File: config.mk
export PLATFORM = sky130hd
export DESIGN_NAME = sram_port_arbiter
export DESIGN_NICKNAME = d
export VERILOG_FILES = /design/src/rtl/sram_port_arbiter.sv
export SDC_FILE = /design/constraint.sdc
export NUM_CORES = 1
export LEC_CHECK = 0
export ABC_AREA = 1
export BUFFER_PORTS_ARGS = -buffer_cell sky130_fd_sc_hd__buf_4
export CAP_MARGIN = 25
export CORE_AREA = 4 4 208 210
export DETAILED_ROUTE_END_ITERATION = 8
export DIE_AREA = 0 0 212 214
export PLACE_DENSITY = 0.48
export SLEW_MARGIN = 15
export SYNTH_ARGS = -nofsm -noshare
export SYNTH_HDL_FRONTEND = slang
export SYNTH_SLANG_ARGS = --single-unit
File: constraint.sdc
create_clock -name clk -period 7.8 [get_ports clk]
set_clock_uncertainty 0.2 [all_clocks]
set_input_delay 0.39 -clock clk [delete_from_list [all_inputs] [get_ports clk]]
set_output_delay 0.39 -clock clk [all_outputs]
set_load 0.005 [all_outputs]
File: src/rtl/sram_port_arbiter.sv
// sram_port_arbiter
//   N-channel arbiter and registered port driver for one single-port SRAM bank.
//   Requesters raise req_i. One channel is granted per cycle, round-robin or by
//   fixed priority. The granted command is registered onto the SRAM pins, and
//   read data comes back to the issuing channel with a latency-matched valid.
// Ports:
//   clk, rst_n        clock, asynchronous active-low reset
//   req_i, wr_i       per-channel request and op (1 = write)
//   addr_i, wdata_i   per-channel address / write data, channel c at [c*W +: W]
//   gnt_o             one-hot combinational grant
//   rvalid_o, rdata_o one-hot read-return valid, shared registered read data
//   sram_*            registered SRAM pins (CEN/WEN active-low), sram_q_i read data
module sram_port_arbiter #(
   parameter int unsigned NCH      = 16,
   parameter int unsigned DW       = 16,
   parameter int unsigned AW       = 10,
   parameter int unsigned RD_LAT   = 1,
   parameter int unsigned ARB_MODE = 0
) (
   input  logic              clk,
   input  logic              rst_n,
   input  logic [NCH-1:0]    req_i,
   input  logic [NCH-1:0]    wr_i,
   input  logic [NCH*AW-1:0] addr_i,
   input  logic [NCH*DW-1:0] wdata_i,
   output logic [NCH-1:0]    gnt_o,
   output logic [NCH-1:0]    rvalid_o,
   output logic [DW-1:0]     rdata_o,
   output logic              sram_cen_o,
   output logic              sram_wen_o,
   output logic [AW-1:0]     sram_a_o,
   output logic [DW-1:0]     sram_d_o,
   input  logic [DW-1:0]     sram_q_i
);

   localparam int unsigned IW  = (NCH > 1) ? $clog2(NCH) : 1;
   localparam int unsigned NST = RD_LAT + 1;

   logic [IW-1:0]    ptr_q, ptr_d;
   logic [IW-1:0]    base;
   logic [2*NCH-1:0] req_dbl;
   logic [NCH-1:0]   req_rot;
   logic [IW:0]      off, sum;
   logic [IW-1:0]    gnt_idx;
   logic             gnt_any;
   logic             sel_wr;
   logic [AW-1:0]    sel_addr;
   logic [DW-1:0]    sel_wdata;

   logic             cen_q, wen_q;
   logic [AW-1:0]    a_q;
   logic [DW-1:0]    d_q;

   logic [NST-1:0]   vld_q;
   logic [IW-1:0]    idx_q [NST];
   logic [NCH-1:0]   rvalid_q, rvalid_d;
   logic [DW-1:0]    rdata_q;

   // Both modes share one search: requests are rotated so the search start sits
   // at bit 0, and fixed priority simply pins the start at channel 0.
   always_comb begin
      base    = (ARB_MODE == 1) ? '0 : ptr_q;
      req_dbl = {req_i, req_i};
      req_rot = req_dbl[base +: NCH];
      off     = '0;
      for (int i = int'(NCH) - 1; i >= 0; i--) begin
         if (req_rot[i]) off = (IW+1)'(i);
      end
      gnt_any = |req_i;
      sum     = {1'b0, base} + off;
      if (sum >= (IW+1)'(NCH)) sum = sum - (IW+1)'(NCH);
      gnt_idx = sum[IW-1:0];
      for (int i = 0; i < int'(NCH); i++) begin
         gnt_o[i] = gnt_any && (gnt_idx == IW'(i));
      end
   end

   always_comb begin
      ptr_d = ptr_q;
      if (ARB_MODE == 0 && gnt_any) begin
         ptr_d = (gnt_idx == IW'(NCH - 1)) ? '0 : gnt_idx + IW'(1);
      end
   end

   assign sel_wr    = wr_i[gnt_idx];
   assign sel_addr  = addr_i[gnt_idx*AW +: AW];
   assign sel_wdata = wdata_i[gnt_idx*DW +: DW];

   always_ff @(posedge clk or negedge rst_n) begin
      if (!rst_n) begin
         ptr_q <= '0;
         cen_q <= 1'b1;
         wen_q <= 1'b1;
         a_q   <= '0;
         d_q   <= '0;
      end else begin
         ptr_q <= ptr_d;
         if (gnt_any) begin
            cen_q <= 1'b0;
            wen_q <= ~sel_wr;
            a_q   <= sel_addr;
            // Reads leave the data pins untouched to avoid needless toggling.
            if (sel_wr) d_q <= sel_wdata;
         end else begin
            cen_q <= 1'b1;
            wen_q <= 1'b1;
         end
      end
   end

   // Read tracking: stage 0 lines up with the pin cycle, the last stage with Q.
   always_ff @(posedge clk or negedge rst_n) begin
      if (!rst_n) begin
         vld_q <= '0;
         for (int s = 0; s < int'(NST); s++) idx_q[s] <= '0;
      end else begin
         vld_q[0] <= gnt_any && !sel_wr;
         idx_q[0] <= gnt_idx;
         for (int s = 1; s < int'(NST); s++) begin
            vld_q[s] <= vld_q[s-1];
            idx_q[s] <= idx_q[s-1];
         end
      end
   end

   always_comb begin
      rvalid_d = '0;
      for (int i = 0; i < int'(NCH); i++) begin
         rvalid_d[i] = vld_q[NST-1] && (idx_q[NST-1] == IW'(i));
      end
   end

   always_ff @(posedge clk or negedge rst_n) begin
      if (!rst_n) begin
         rvalid_q <= '0;
         rdata_q  <= '0;
      end else begin
         rvalid_q <= rvalid_d;
         if (vld_q[NST-1]) rdata_q <= sram_q_i;
      end
   end

   assign sram_cen_o = cen_q;
   assign sram_wen_o = wen_q;
   assign sram_a_o   = a_q;
   assign sram_d_o   = d_q;
   assign rvalid_o   = rvalid_q;
   assign rdata_o    = rdata_q;

endmodule

==> results.yml <==
outcome:
  status: "finished, final reports clean"
timing:
  setup_viol_count_final: 0
  fin_setup_tns_ps: 0
  max_slew_margin: 0.404
  final_hold_viol_count: 0
  maxSlewViolCount: 0
  layout_min_cycle_time_ps: 6170
  worst-slew-pin-transition_ps: 891
  rsz0062_at_grt: "no"
  period_share: 0.791
  max_freq_mhz: 162
route:
  antenna_left: 0
  routed_wl_um: 48400
  first_pass_iters: 6
  vias_per_cell: 4.78
  drtIter0Drc: 586
  post_drt_wl_per_cell_um: 21.0
  drc: 0
  vias: 11019
cts:
  cts_buffer_depth: 2
  worstSkewPairLatency_ps: 340
  cts_buffers: 9
  cts_setup_buffers: 0
  htree_levels: 3
  holdBufCountCts: 1
  cts-root-buf: "clkbuf_16"
  ctsResizeCount: 0
  path_clk_slew_ps: 70
  tritoncts: "yes"
  clock-sinks: 74
finish:
  syn_to_final_growth_pct: 63.3
  nNetsFinal: 2227
  final.fill_count: 4701
  drive_gt1_frac: 0.337
  multi_input_comb_area_um2: 5200
  final_area_um2: 12500
  seq_area_um2: 1850
yosys:
  seq_area_frac_synth: 0.243
  synth_edf_count: 0
  synth_top_area_share: 0.236
  syn-cell-area_um2: 7620
  synth-main-ff-cell: "dfrtp_1"
  synthTopCellsByArea: "dfrtp_1 (24%), nand2_1 (23%), o21ai_0 (11%)"
  ys_ff_latch: 74
  synth_nets: 1770
  yosysWarningCount: 0
  syn_inst: 1296
  syn_avg_cell_area_um2: 5.88
  ys_types: 38
  synth_top_area_cell: "dfrtp_1"
  ys_async_sr_fraction: 1.00
setup_path:
  r2r_setup_slack_ps: 1630
  cpMostUsedCell: "nand2_1"
  crit_arrival_ps: 6250
  reg2regPathDepth: 31
  endpoint_kind: "flop"
  timing.setup.critical_path_class: "reg -> reg"
  max_stage_delay_ps: 910
  crit_fanout: 55
  worstPathRequired_ps: 7880
  critPathSlowestCell: "fa_4"
  worstReg2RegStart: "base[0]"
  startpoint: "base[0]"
  r2r_end: "sram_d_o[10]"
  crit_path_start_kind: "flop"
job:
  max_cap_violations: 0
die:
  start_util: 0.183
  coreArea_um2: 41600
  die-area_um2: 45400
  rows: 75
  die_h_um: 214
  io_pins: 542
  fp.dieW_um: 212
placement:
  dp_hpwl_um: 39000
  routabilityCongestion: 0.850
  placed_area_um2: 12000
  port_buffers: 541
global_route:
  grt_pass1_wl_um: 69700
  grt-ovfl-total: 0
  grt_pass1_vias: 11175
  grt_start_max_net_pins: 126
  antenna_found_initial: 11
  grt_use_total: 0.202
hold_path:
  min_path_cells: 3
  min_path_type: "in -> reg"
  hold_end: "rdata_o[4]"
  min_from: "sram_q_i[4]"
[synth_stat cells, types with 6 or more instances]
cell	count
nand2_1	463
o21ai_0	160
nor2_1	138
clkbuf_1	85
nand3_1	84
dfrtp_1	72
a21oi_1	67
a32o_1	54
o22ai_1	52
inv_1	22
o211ai_1	9
buf_1	8
nor3_1	8
a31oi_1	7
buf_2	7
ha_1	7
o21ai_1	6
[registers in the layout (all words and copies together) (netlist names)]
name / count
base: 4
sram_wen_o: 1
sram_cen_o: 1
idx_q: 8
vld_q: 2
rdata_o: 16
sram_d_o: 16
sram_a_o: 10
rvalid_o: 16
[kinds of logic (layout without fill, tap and decap cells)]
logic type | Yosys count | count (layout) | share of synthesized area
AOI/OAI and AO/OA | 364 | 364 | 0.290
buffers and inverters | 138 | 600 | 0.0771
muxes | 1 | 1 | 0.00131
other | 0 | 9 | 0
xor gates and xnor gates | 3 | 3 | 0.00345
adders and majority gates | 8 | 8 | 0.0141
and+or+nand+nor | 708 | 708 | 0.371
DFF | 74 | 74 | 0.243
[placed cells by master (no fill, tap or decap), types with 2 or more instances in the layout]
master     instances
inv_4              3
dfrtp_1           72
ha_1               6
nand3_1           84
nand2_2            5
inv_6              2
buf_4            552
a32o_1            54
o211ai_1           9
and2_1             2
o21ai_1            6
buf_16             2
nor3_1             8
nor2_1           138
clkinv_2           2
inv_2              3
xor2_1             2
nor4_1             4
clkbuf_16          9
bufinv_16          3
a22oi_1            2
a21oi_1           67
a21o_1             5
inv_1             20
diode_2            9
nand2_1          463
a31oi_1            7
o22ai_1           52
o21ai_0          160
dfstp_2            2
[metrics by stage]
step	hold slack (ps)	utilization	cells	setup slack (ps)
finish	53.7	0.300	2306	1630
global route	51.8	0.300	2306	980
CTS	35.3	0.298	2295	1630
detailed placement	17.0	0.289	2278	1660
global placement	17.9	0.289	2278	1580
floorplan	-106	-	1296	3280
[critical path: cells and delay by family (launching register included)]
kind | cells | cell delay (ps)
AO/OA/AOI/OAI | 7 | 1280
adder cells (fa/ha/maj) | 2 | 1090
buffers and inverters | 4 | 1390
flip-flops | 1 | 800
AND/OR/NAND/NOR | 18 | 1270
[per-layer routing]
layer  wire (um)  up-vias  global-route usage
met5          23        -                   0
met4        1460        4              0.0813
met3        3720       60              0.0561
met2       22900      462               0.331
met1       20300     5137               0.249
li1            -     5356                   -
[cell type report]
type,count,area share
antenna,9,0.00181
clock buffer,10,0.0192
inverter,28,0.00955
sequential,74,0.149
tap,539,0.0542
timing repair buffer,556,0.340
clock inverter,6,0.00904
multi-input combinational,1084,0.418
[worst max path at each step]
stage / end / slack [ps]
after floorplan: gnt_o[0] / 3280
after global placement: sram_d_o[10] / 1580
after detailed placement: sram_d_o[10] / 1660
after CTS: sram_d_o[10] / 1630
after global routing: sram_d_o[10] / 980
final: sram_d_o[10] / 1630
Power is not shown: default switching activity piles up to over one toggle a cycle in this logic, so the estimate is an artifact.
